===== src/rtl/monitor_pkg.sv =====
// monitor_pkg: shared types and constants for the smoke/current monitor.
// Optional build macro used by the top level: ALARM_BLINK_EN.
package monitor_pkg;

  typedef enum logic [1:0] {
    ST_IDLE     = 2'b00,
    ST_NORMAL   = 2'b01,
    ST_ALERT    = 2'b10,
    ST_SILENCED = 2'b11
  } state_t;

  localparam logic [15:0] DISP_OFF     = 16'h0000;
  localparam logic [15:0] DISP_NORMAL  = 16'h8497;
  localparam logic [15:0] DISP_CURRENT = 16'h1234;
  localparam logic [15:0] DISP_SMOKE   = 16'h5670;

  localparam int unsigned CAUSE_CUR   = 0;
  localparam int unsigned CAUSE_SMOKE = 1;

  // Display word for a given state/cause; smoke takes priority over current.
  function automatic logic [15:0] disp_for(state_t s, logic [1:0] cause);
    logic [15:0] d;
    d = DISP_OFF;
    case (s)
      ST_IDLE:     d = DISP_OFF;
      ST_NORMAL:   d = DISP_NORMAL;
      ST_ALERT,
      ST_SILENCED: d = cause[CAUSE_SMOKE] ? DISP_SMOKE : DISP_CURRENT;
    endcase
    return d;
  endfunction

endpackage


===== src/rtl/monitor_sequencer_if.sv =====
// monitor_sequencer_if: sensor inputs, operator acknowledge and the
// light/alarm/display outputs of the monitor, bundled for port use.
interface monitor_sequencer_if #(
  parameter int unsigned N = 3
);
  logic         humo;
  logic [N-1:0] corriente;
  logic         ack;
  logic         luz_normal;
  logic         luz_alerta;
  logic         alarma;
  logic [3:0]   hexa3;
  logic [3:0]   hexa2;
  logic [3:0]   hexa1;
  logic [3:0]   hexa0;

  modport master (
    output humo, corriente, ack,
    input  luz_normal, luz_alerta, alarma, hexa3, hexa2, hexa1, hexa0
  );

  modport slave (
    input  humo, corriente, ack,
    output luz_normal, luz_alerta, alarma, hexa3, hexa2, hexa1, hexa0
  );
endinterface


===== src/rtl/sensor_debounce.sv =====
// sensor_debounce: counts consecutive true samples of one sensor condition,
// saturating at DEB; o_hit flags the sample that reaches (or holds) DEB.
module sensor_debounce #(
  parameter int unsigned DEB = 4
) (
  input  logic       clk,
  input  logic       reset,
  input  logic       i_sample,
  input  logic       i_cond,
  output logic [3:0] o_count,
  output logic       o_hit
);
  localparam logic [3:0] DEB_C = 4'(DEB);

  logic [3:0] r_count;

  // Consecutive-true counter, cleared on any false sample.
  always_ff @(posedge clk or posedge reset) begin
    if (reset) begin
      r_count <= '0;
    end else if (i_sample) begin
      if (!i_cond)               r_count <= '0;
      else if (r_count != DEB_C) r_count <= r_count + 4'd1;
    end
  end

  // Combinational so the cause latches on the same edge as the DEB-th sample.
  assign o_hit   = i_sample && i_cond && (r_count >= DEB_C - 4'd1);
  assign o_count = r_count;

endmodule


===== src/rtl/monitor_sequencer.sv =====
// monitor_sequencer: scan-tick divider, alternating sensor sampling,
// debounced cause latching, ack handling and registered light/display drive.
// Build option: define ALARM_BLINK_EN to make the alarm toggle each tick in ALERT.
module monitor_sequencer
  import monitor_pkg::*;
#(
  parameter int unsigned N        = 3,
  parameter int unsigned TICK_DIV = 50000,
  parameter int unsigned DEB      = 4,
  parameter int unsigned I_LIMIT  = 4
) (
  input logic                clk,
  input logic                reset,
  monitor_sequencer_if.slave bus
);
  localparam int unsigned TW = $clog2(TICK_DIV);

  logic [TW-1:0] r_tick_cnt;
  logic          r_phase;
  logic          r_ack_s1, r_ack_s2, r_ack_d;
  state_t        r_state, w_state_nxt;
  logic [1:0]    r_cause, w_cause_nxt;
  logic          r_luz_normal, r_luz_alerta, r_alarma;
  logic          w_alarma_nxt;
  logic [15:0]   r_disp;

  logic       w_tick, w_active, w_samp_cur, w_samp_smk;
  logic       w_cur_cond, w_smk_cond, w_ack_rise;
  logic [3:0] w_cnt_cur, w_cnt_smk;
  logic       w_hit_cur, w_hit_smk;
  logic       w_cur_zero_nxt, w_smk_zero_nxt;
  logic [1:0] w_hits, w_new, w_cause_or;

  assign w_tick     = (r_tick_cnt == TW'(TICK_DIV - 1));
  assign w_active   = (r_state != ST_IDLE);
  assign w_samp_cur = w_tick && !r_phase && w_active;
  assign w_samp_smk = w_tick &&  r_phase && w_active;
  assign w_cur_cond = (32'(bus.corriente) >= I_LIMIT);
  assign w_smk_cond = bus.humo;
  assign w_ack_rise = r_ack_s2 && !r_ack_d;

  // Scan tick divider and sensor phase.
  always_ff @(posedge clk or posedge reset) begin
    if (reset) begin
      r_tick_cnt <= '0;
      r_phase    <= 1'b0;
    end else begin
      r_tick_cnt <= w_tick ? '0 : r_tick_cnt + TW'(1);
      if (w_tick) r_phase <= !r_phase;
    end
  end

  // Ack synchronizer plus delayed copy for rising-edge detection.
  always_ff @(posedge clk or posedge reset) begin
    if (reset) begin
      r_ack_s1 <= 1'b0;
      r_ack_s2 <= 1'b0;
      r_ack_d  <= 1'b0;
    end else begin
      r_ack_s1 <= bus.ack;
      r_ack_s2 <= r_ack_s1;
      r_ack_d  <= r_ack_s2;
    end
  end

  sensor_debounce #(.DEB(DEB)) u_deb_cur (
    .clk(clk), .reset(reset), .i_sample(w_samp_cur), .i_cond(w_cur_cond),
    .o_count(w_cnt_cur), .o_hit(w_hit_cur)
  );

  sensor_debounce #(.DEB(DEB)) u_deb_smk (
    .clk(clk), .reset(reset), .i_sample(w_samp_smk), .i_cond(w_smk_cond),
    .o_count(w_cnt_smk), .o_hit(w_hit_smk)
  );

  assign w_hits     = {w_hit_smk, w_hit_cur};
  assign w_new      = w_hits & ~r_cause;
  assign w_cause_or = r_cause | w_hits;
  // Counter value after this edge is zero: a false sample clears it now.
  assign w_cur_zero_nxt = w_samp_cur ? !w_cur_cond : (w_cnt_cur == '0);
  assign w_smk_zero_nxt = w_samp_smk ? !w_smk_cond : (w_cnt_smk == '0);

  // Next state, cause and registered-output values.
  always_comb begin
    w_state_nxt = r_state;
    w_cause_nxt = w_cause_or;
    case (r_state)
      ST_IDLE:   w_state_nxt = ST_NORMAL;
      ST_NORMAL: if (w_cause_or != '0) w_state_nxt = ST_ALERT;
      ST_ALERT: begin
        // A cause latching together with ack_rise keeps the alarm active.
        if (w_ack_rise && (w_new == '0)) begin
          if ((w_cnt_cur == '0) && (w_cnt_smk == '0)) begin
            w_state_nxt = ST_NORMAL;
            w_cause_nxt = '0;
          end else begin
            w_state_nxt = ST_SILENCED;
          end
        end
      end
      ST_SILENCED: begin
        if (w_new != '0) begin
          w_state_nxt = ST_ALERT;
        end else if (w_tick && w_cur_zero_nxt && w_smk_zero_nxt) begin
          w_state_nxt = ST_NORMAL;
          w_cause_nxt = '0;
        end
      end
    endcase
`ifdef ALARM_BLINK_EN
    w_alarma_nxt = (w_state_nxt == ST_ALERT) &&
                   ((r_state != ST_ALERT) || (w_tick ? !r_alarma : r_alarma));
`else
    w_alarma_nxt = (w_state_nxt == ST_ALERT);
`endif
  end

  // State, cause and output registers.
  always_ff @(posedge clk or posedge reset) begin
    if (reset) begin
      r_state      <= ST_IDLE;
      r_cause      <= '0;
      r_luz_normal <= 1'b0;
      r_luz_alerta <= 1'b0;
      r_alarma     <= 1'b0;
      r_disp       <= DISP_OFF;
    end else begin
      r_state      <= w_state_nxt;
      r_cause      <= w_cause_nxt;
      r_luz_normal <= (w_state_nxt == ST_NORMAL);
      r_luz_alerta <= (w_state_nxt == ST_ALERT) || (w_state_nxt == ST_SILENCED);
      r_alarma     <= w_alarma_nxt;
      r_disp       <= disp_for(w_state_nxt, w_cause_nxt);
    end
  end

  assign bus.luz_normal = r_luz_normal;
  assign bus.luz_alerta = r_luz_alerta;
  assign bus.alarma     = r_alarma;
  assign bus.hexa3      = r_disp[15:12];
  assign bus.hexa2      = r_disp[11:8];
  assign bus.hexa1      = r_disp[7:4];
  assign bus.hexa0      = r_disp[3:0];

endmodule


===== src/flat_wrapper.sv =====
// flat-port wrapper written by rule: the top's interface ports become plain ports
module monitor_sequencer_flat import monitor_pkg::*;
#(
  parameter int unsigned N        = 3,
  parameter int unsigned TICK_DIV = 50000,
  parameter int unsigned DEB      = 4,
  parameter int unsigned I_LIMIT  = 4
)
  (clk, reset, bus_humo, bus_corriente, bus_ack, bus_luz_normal, bus_luz_alerta, bus_alarma, bus_hexa3, bus_hexa2, bus_hexa1, bus_hexa0);
  monitor_sequencer_if #(.N(N)) bus_i ();
  input logic clk;
  input logic reset;
  input wire logic [$bits(bus_i.humo)-1:0] bus_humo;
  input wire logic [$bits(bus_i.corriente)-1:0] bus_corriente;
  input wire logic [$bits(bus_i.ack)-1:0] bus_ack;
  output wire logic [$bits(bus_i.luz_normal)-1:0] bus_luz_normal;
  output wire logic [$bits(bus_i.luz_alerta)-1:0] bus_luz_alerta;
  output wire logic [$bits(bus_i.alarma)-1:0] bus_alarma;
  output wire logic [$bits(bus_i.hexa3)-1:0] bus_hexa3;
  output wire logic [$bits(bus_i.hexa2)-1:0] bus_hexa2;
  output wire logic [$bits(bus_i.hexa1)-1:0] bus_hexa1;
  output wire logic [$bits(bus_i.hexa0)-1:0] bus_hexa0;
  assign bus_i.humo = bus_humo;
  assign bus_i.corriente = bus_corriente;
  assign bus_i.ack = bus_ack;
  assign bus_luz_normal = bus_i.luz_normal;
  assign bus_luz_alerta = bus_i.luz_alerta;
  assign bus_alarma = bus_i.alarma;
  assign bus_hexa3 = bus_i.hexa3;
  assign bus_hexa2 = bus_i.hexa2;
  assign bus_hexa1 = bus_i.hexa1;
  assign bus_hexa0 = bus_i.hexa0;
  monitor_sequencer #(.N(N), .TICK_DIV(TICK_DIV), .DEB(DEB), .I_LIMIT(I_LIMIT)) u_core (.clk(clk), .reset(reset), .bus(bus_i));
endmodule

===== config.mk =====
export PLATFORM = sky130hd
export DESIGN_NAME = monitor_sequencer_flat
export DESIGN_NICKNAME = d
export VERILOG_FILES = /design/src/rtl/monitor_pkg.sv /design/src/rtl/monitor_sequencer_if.sv /design/src/rtl/sensor_debounce.sv /design/src/rtl/monitor_sequencer.sv /design/src/flat_wrapper.sv
export SDC_FILE = /design/constraint.sdc
export NUM_CORES = 1
export LEC_CHECK = 0
export ABC_CLOCK_PERIOD_IN_PS = 3650
export CAP_MARGIN = 10
export CORE_MARGIN = 5
export CORE_UTILIZATION = 50
export CTS_CLUSTER_DIAMETER = 30
export DETAILED_ROUTE_END_ITERATION = 12
export MAX_ROUTING_LAYER = met4
export PLACE_DENSITY = 0.81
export SLEW_MARGIN = 20
export SYNTH_ARGS = -nofsm -noshare
export SYNTH_HDL_FRONTEND = slang
export SYNTH_SLANG_ARGS = --single-unit

===== constraint.sdc =====
create_clock -name clk -period 3.65 [get_ports clk]
set_input_delay 0.73 -clock clk [delete_from_list [all_inputs] [get_ports clk]]
set_output_delay 0.73 -clock clk [all_outputs]
set_load 0.1 [all_outputs]

======== Word-level counts from Yosys, hierarchy flattened ========
Index checks and enable logic that the tools add are counted.
cells by class
  bitwise gates (word level) .............. 3
  equality and inequality tests ........... 11
  reductions and logical operators ........ 29
  mux-type cells .......................... 20
  $lt $le $gt $ge ......................... 3
  $add $sub $neg .......................... 3
operators with widths
  operator               number
  $pmux 16 s3            1
  $mux 2                 9
  $add 16x1->16 const B  1
  $eq 16x16->1 const B   1
  $mux 16                1
  $mux 4                 4
  $mux 15                1
  $logic_and 1x1->1      13
  $add 4x1->4 const B    2
  $eq 2x2->1 const B     4
  $ge 4x2->1 const B     2
  $logic_not 4->1        2
  $ne 4x3->1 const B     2
  $pmux 2 s4             1
  $logic_not 2->1        3
  $reduce_bool 2->1      3
  $eq 2x1->1 const B     2
  $logic_not 1->1        4
  $ne 2x1->1 const B     2
  $pmux 2 s2             1
  $reduce_and 2->1       2
  $ge 3x3->1 const B     1
  $and 2x2->2            1
  $mux 1                 2
  4 further kinds        4
storage, ports and cells
  register bits ........................... 51
  logic and storage cells ................. 82
  input port bits ......................... 7

======== Logic depth before layout (Yosys ltp) ========
  depth in word-level cells ............... 13
  mapped depth ............................ 7

======== Cells and area by module ========
A second synthesis with hierarchy kept.
second synthesis, totals
  cells, all modules ...................... 193
  area, all modules ....................... 1,978.1 sq um
modules (own cells, without submodules)
  module             instances  area each (sq um)  cells an instance  seq. area each (sq um)
  monitor_sequencer  1          1,492.7            139                775.7
  sensor_debounce    2          242.7              27                 100.1

======== Least setup slack after synthesis ========
Ideal clock, no wire load.
  path type ............................... reg-to-output
  from .................................... register u_core.bus.luz_normal (netlist name)
  to ...................................... output bus_hexa0[0]
  cell stages (with the launch flop) ...... 2
  path buffers ............................ 1
  setup slack ............................. 1.546 ns
  data required time ...................... 2.920 ns
  arrival time ............................ 1.374 ns
  cells stage by stage .................... dfrtp_1 > buf_4
RTL lines
  element           RTL line            source
  end: declaration  flat_wrapper.sv:22  output wire logic [$bits(bus_i.hexa0)-1:0] bus_hexa0;

==> Flow_metrics.wiki <==
{| class="wikitable"
! Metric !! Value
|-
| Adder-cell area share of the yosys netlist || 3.034%
|-
| DR WL/cell || 13.11 µm
|-
| Final total power || 0.0008505 W
|-
| Final-report max-slew violation count || 0
|-
| Count of H-tree levels built during CTS || 2
|-
| Net count, final || 232
|-
| Leakage power || 1.051 nW
|-
| Kind of cell adding the most delay to the critical path || buffers and inverters
|-
| Buffers on Ports || 19
|-
| Detailed placer's ending HPWL || 2.594 mm
|-
| Final antenna-violating net count || 0
|-
| Synthesized-area fraction occupied by ao, oa, aoi and oai cells || 14.26%
|-
| Cts hold-fix bufs || 0
|-
| Remaining global-route overflow || 0
|-
| Clock tree from TritonCTS || yes
|-
| Sum of routed wire segments on met1 || 1.584 mm
|-
| Post-CTS setup buffer count || 0
|-
| Cells resized by post-CTS repair || 0
|-
| Number of flops mapped to enable cells by yosys || 0
|-
| Clock Tree Buf Depth || 2
|-
| Number of cells on the worst hold path || 0
|-
| Chip height || 74.22 µm
|-
| Hold violation total from the final report || 0
|-
| Routed vias/inst || 5.487
|-
| Startpoint type of the worst setup path || flop
|-
| Combinational family with the most area after synthesis || simple AND/OR/NAND/NOR gates
|-
| Antenna diode count || 0
|-
| Number of filler instances in the final layout || 353
|-
| Maximum cell stage delay along the critical path || 1.15 ns
|-
| Maximum VDD drop || 0.0003158 V
|-
| Clock sink count || 39
|-
| Antenna violations before repair || 0
|-
| Width of the die || 74.22 µm
|-
| R2R Path Start || u_core.r_state[1]
|-
| Number of maximum-capacitance constraint violations || 0
|-
| Count of buffering cells on the critical path with inverters included || 1
|-
| Top cell type's share of synthesized area || 47.33%
|-
| FF-to-FF path depth || 5
|-
| Fraction of synthesis flops using an asynchronous set or reset pin || 100.0%
|-
| Hold Crit Class || flop to flop
|-
| Area grow syn2layout || 13.71%
|-
| Summed negative setup slack over all endpoints || 0 ns
|-
| Largest area contributor in the netlist || sky130_fd_sc_hd__dfrtp_1
|-
| Syn Inst Count || 206
|-
| CTS Root Buffer Type || sky130_fd_sc_hd__clkbuf_8
|-
| Final routed wirelength across all metal layers || 3.554 mm
|-
| Hold Path End || u_core.r_ack_s2
|-
| Critical path endpoint category || primary output
|-
| Area of the multi-input gates || 938.4 µm²
|-
| Largest net degree at the start of global routing || 40
|-
| Required arrival time at the worst endpoint || 2.92 ns
|-
| Maximum fanout along the worst path || 5
|-
| Non-filler cells, final || 271
|-
| Initial Util || 51.55%
|-
| Status || finished, final reports clean
|-
| Number of iterations in the first detailed-routing pass || 4
|-
| Count of unique library cells instantiated by Yosys || 52
|-
| Residual DRC count || 0
|-
| Capturing point of the worst reg2reg path || u_core.r_disp[2]
|-
| Headroom to the max-slew limit || 35.37%
|-
| Standard cell core area || 0.004000 mm²
|-
| Worst reg2reg setup slack || 1.54 ns
|-
| Post-Place Cells || 263
|-
| FF+latch area || 975.9 µm²
|-
| Sum of met3 wire segment lengths after detailed routing || 190 µm
|-
| Top_reg_cell synth || sky130_fd_sc_hd__dfrtp_1
|-
| RSZ-0062 raised after global routing || no
|-
| Per-instance average area after synthesis || 10.01 µm²
|-
| CP max-delay cell || sky130_fd_sc_hd__clkdlybuf4s50_1
|-
| Pin slew with the least headroom to its limit || 0.9665 ns
|-
| Area fraction in and, or, nand and nor cells after synthesis || 21.78%
|-
| Die area || 0.005509 mm²
|-
| Count of vias placed by the detailed router || 1487
|-
| Std-Cell Rows || 23
|-
| Synthesis warning total || 0
|-
| Power Density || 362.7 mW/mm²
|-
| Post-Synthesis Cell Area || 0.002062 mm²
|-
| Length of routed met2 wiring || 1.733 mm
|-
| Share of cells above drive strength 1 || 9.050%
|-
| Global-route total usage across every layer || 15.46%
|-
| Routability congestion estimate from global placement || 0.8378
|-
| Setup violation total in the final timing report || 0
|-
| Synth Register Bits || 39
|-
| Highest Signal Layer || met4
|-
| Top achievable clock speed || 0.3899 GHz
|-
| Worst setup slack before clock tree synthesis || 0.8441 ns
|-
| Worst setup path category || flop to primary output
|-
| Clock transition at the register clock pins on the worst setup and hold paths after CTS || 0.07 ns
|-
| Inserted Clock Buffers || 5
|-
| Worst Slack Setup Final || 1.086 ns
|-
| Min Clock Period, post-route || 2.564 ns
|-
| Worst clock skew || 0.005575 ns
|-
| Startpoint of the most critical hold path || u_core.r_ack_s1
|-
| Leading cell types by total area after synthesis || sky130_fd_sc_hd__dfrtp_1, sky130_fd_sc_hd__buf_4, sky130_fd_sc_hd__nand3_1
|-
| Global-route wire length before repair || 6.237 mm
|-
| Core Util, Final || 58.62%
|-
| Data arrival at the endpoint of the critical path || 1.83 ns
|-
| Count of boundary I/O pins || 26
|-
| Clock latency reported for the late side of the worst-skew pair || 0.29 ns
|-
| Seq/Total Area, Yosys || 47.33%
|-
| Initial DRC Count || 95
|-
| Via count of the first global-routing pass || 1416
|-
| Crit path cell chain || clkdlybuf4s50_1
|-
| Proportion of synthesized area in mux cells || 0%
|-
| Share of the synthesized netlist area taken by xor and xnor gates || 5.522%
|-
| Final critical-path share of the clock period || 70.26%
|}
-- cells in the final DEF (no fill, tap or decap), types with 2 or more instances in the layout --
cell                              Yosys  final
sky130_fd_sc_hd__xor2_1               7      7
sky130_fd_sc_hd__and4_1               2      2
sky130_fd_sc_hd__nor3_1               2      2
sky130_fd_sc_hd__a211oi_1             3      3
sky130_fd_sc_hd__conb_1               2      5
sky130_fd_sc_hd__or3_4                2      2
sky130_fd_sc_hd__nand2_1             15     15
sky130_fd_sc_hd__clkbuf_8             0      6
sky130_fd_sc_hd__o21ai_0              2      2
sky130_fd_sc_hd__o21bai_1             4      4
sky130_fd_sc_hd__dfrtp_1             39     39
sky130_fd_sc_hd__a211o_1              2      2
sky130_fd_sc_hd__nand2b_1             2      2
sky130_fd_sc_hd__buf_4               13      2
sky130_fd_sc_hd__o22ai_1              3      3
sky130_fd_sc_hd__xnor2_1              6      6
sky130_fd_sc_hd__a31oi_1              3      3
sky130_fd_sc_hd__nor4_1               3      3
sky130_fd_sc_hd__and3_1               5      5
sky130_fd_sc_hd__o21ai_1              5      5
sky130_fd_sc_hd__or4_1                2      2
sky130_fd_sc_hd__nor2_1              11     11
sky130_fd_sc_hd__o21ba_1              2      2
sky130_fd_sc_hd__nor2b_1              4      4
sky130_fd_sc_hd__clkdlybuf4s50_1      0     19
sky130_fd_sc_hd__nand3_1             14     14
sky130_fd_sc_hd__a21oi_1              4      4
sky130_fd_sc_hd__nand4_1              5      5
sky130_fd_sc_hd__inv_1               12     12
sky130_fd_sc_hd__ha_1                 5      5
sky130_fd_sc_hd__a21o_1               2      2
-- where the power goes --
part / switching (W) / total [W] / internal (W)
sequential: 0.00000198 / 0.000437 / 0.000435
combinational: 0.0000363 / 0.0000449 / 0.00000863
clock: 0.000147 / 0.000368 / 0.000221
total: 0.000186 / 0.000850 / 0.000665
-- synth_stat cells, types with 2 or more instances --
cell type                  count
sky130_fd_sc_hd__nor2_1       11
sky130_fd_sc_hd__o21bai_1      4
sky130_fd_sc_hd__a211o_1       2
sky130_fd_sc_hd__a21o_1        2
sky130_fd_sc_hd__inv_1        12
sky130_fd_sc_hd__xor2_1        7
sky130_fd_sc_hd__o21ai_1       5
sky130_fd_sc_hd__nand2b_1      2
sky130_fd_sc_hd__ha_1          5
sky130_fd_sc_hd__and4_1        2
sky130_fd_sc_hd__o21ai_0       2
sky130_fd_sc_hd__a211oi_1      3
sky130_fd_sc_hd__or4_1         2
sky130_fd_sc_hd__xnor2_1       6
sky130_fd_sc_hd__nor4_1        3
sky130_fd_sc_hd__clkbuf_1      3
sky130_fd_sc_hd__nand3_1      14
sky130_fd_sc_hd__nand4_1       5
sky130_fd_sc_hd__dfrtp_1      39
sky130_fd_sc_hd__and3_1        5
sky130_fd_sc_hd__or3_4         2
sky130_fd_sc_hd__nor2b_1       4
sky130_fd_sc_hd__a21oi_1       4
sky130_fd_sc_hd__nand2_1      15
sky130_fd_sc_hd__a31oi_1       3
sky130_fd_sc_hd__buf_4        13
sky130_fd_sc_hd__o22ai_1       3
sky130_fd_sc_hd__conb_1        2
sky130_fd_sc_hd__o21ba_1       2
sky130_fd_sc_hd__nor3_1        2
-- registers in the layout, indices dropped and copies added (netlist names), 2 cells and up --
| name | cells |
|---|---|
| u_core.r_tick_cnt | 16 |
| u_core.r_cause | 2 |
| u_core.u_deb_smk.o_count | 4 |
| u_core.u_deb_cur.o_count | 4 |
| u_core.r_disp | 5 |
| u_core.r_state | 2 |
-- how the worst max path moves through the flow --
stage / start / endpoint / cells past startpoint
2_1_floorplan: u_core.bus.luz_normal / bus_hexa0[0] / 1
3_3_place_gp: bus_corriente[2] / u_core.bus.luz_normal / 6
3_5_place_dp: bus_corriente[2] / u_core.r_disp[2] / 6
4_1_cts: u_core.bus.luz_normal / bus_hexa3[3] / 1
5_1_grt: u_core.bus.luz_normal / bus_hexa0[1] / 1
6_report: u_core.bus.luz_normal / bus_hexa3[3] / 1
-- layout make-up --
cell class | instances | share of cell area, %
Clock buffer | 6 | 3.522
Clock inverter | 2 | 1.494
Inverter | 12 | 1.921
Multi-Input combinational cell | 141 | 40.02
Sequential cell | 39 | 41.62
Tap cell | 50 | 2.668
Timing Repair Buffer | 21 | 8.751
-- metal layers --
metal / up-vias / GRT usage [%]
met5: - / -
met4: 0 / 5.336
met3: 5 / 4.865
met2: 29 / 25.49
met1: 716 / 17.86
li1: 737 / -
-- cells by family after synthesis --
family,Yosys count
fa+ha+maj,5
xor+xnor,13
buf+inv,29
compound gates,40
simple gates,78
other cells,2
flops,39
-- worst reg2reg max path: stages (launching register included) --
cell,delay (ns)
sky130_fd_sc_hd__dfrtp_1,0.59
sky130_fd_sc_hd__o21bai_1,0.16
sky130_fd_sc_hd__or3_2,0.50
sky130_fd_sc_hd__o22ai_1,0.27
sky130_fd_sc_hd__a21oi_2,0.17
sky130_fd_sc_hd__a211o_1,0.31
-- metrics by stage --
stage | instance area [µm²] | hold WS, ns
2_1_floorplan | 2073 | 0.3312
5_1_grt | 2345 | 0.3792
6_report | 2345 | 0.3559
4_1_cts | 2345 | 0.3597
3_3_place_gp | 2227 | 0.3334
3_5_place_dp | 2227 | 0.3426
No activity file was read; power rests on OpenSTA's default activity.
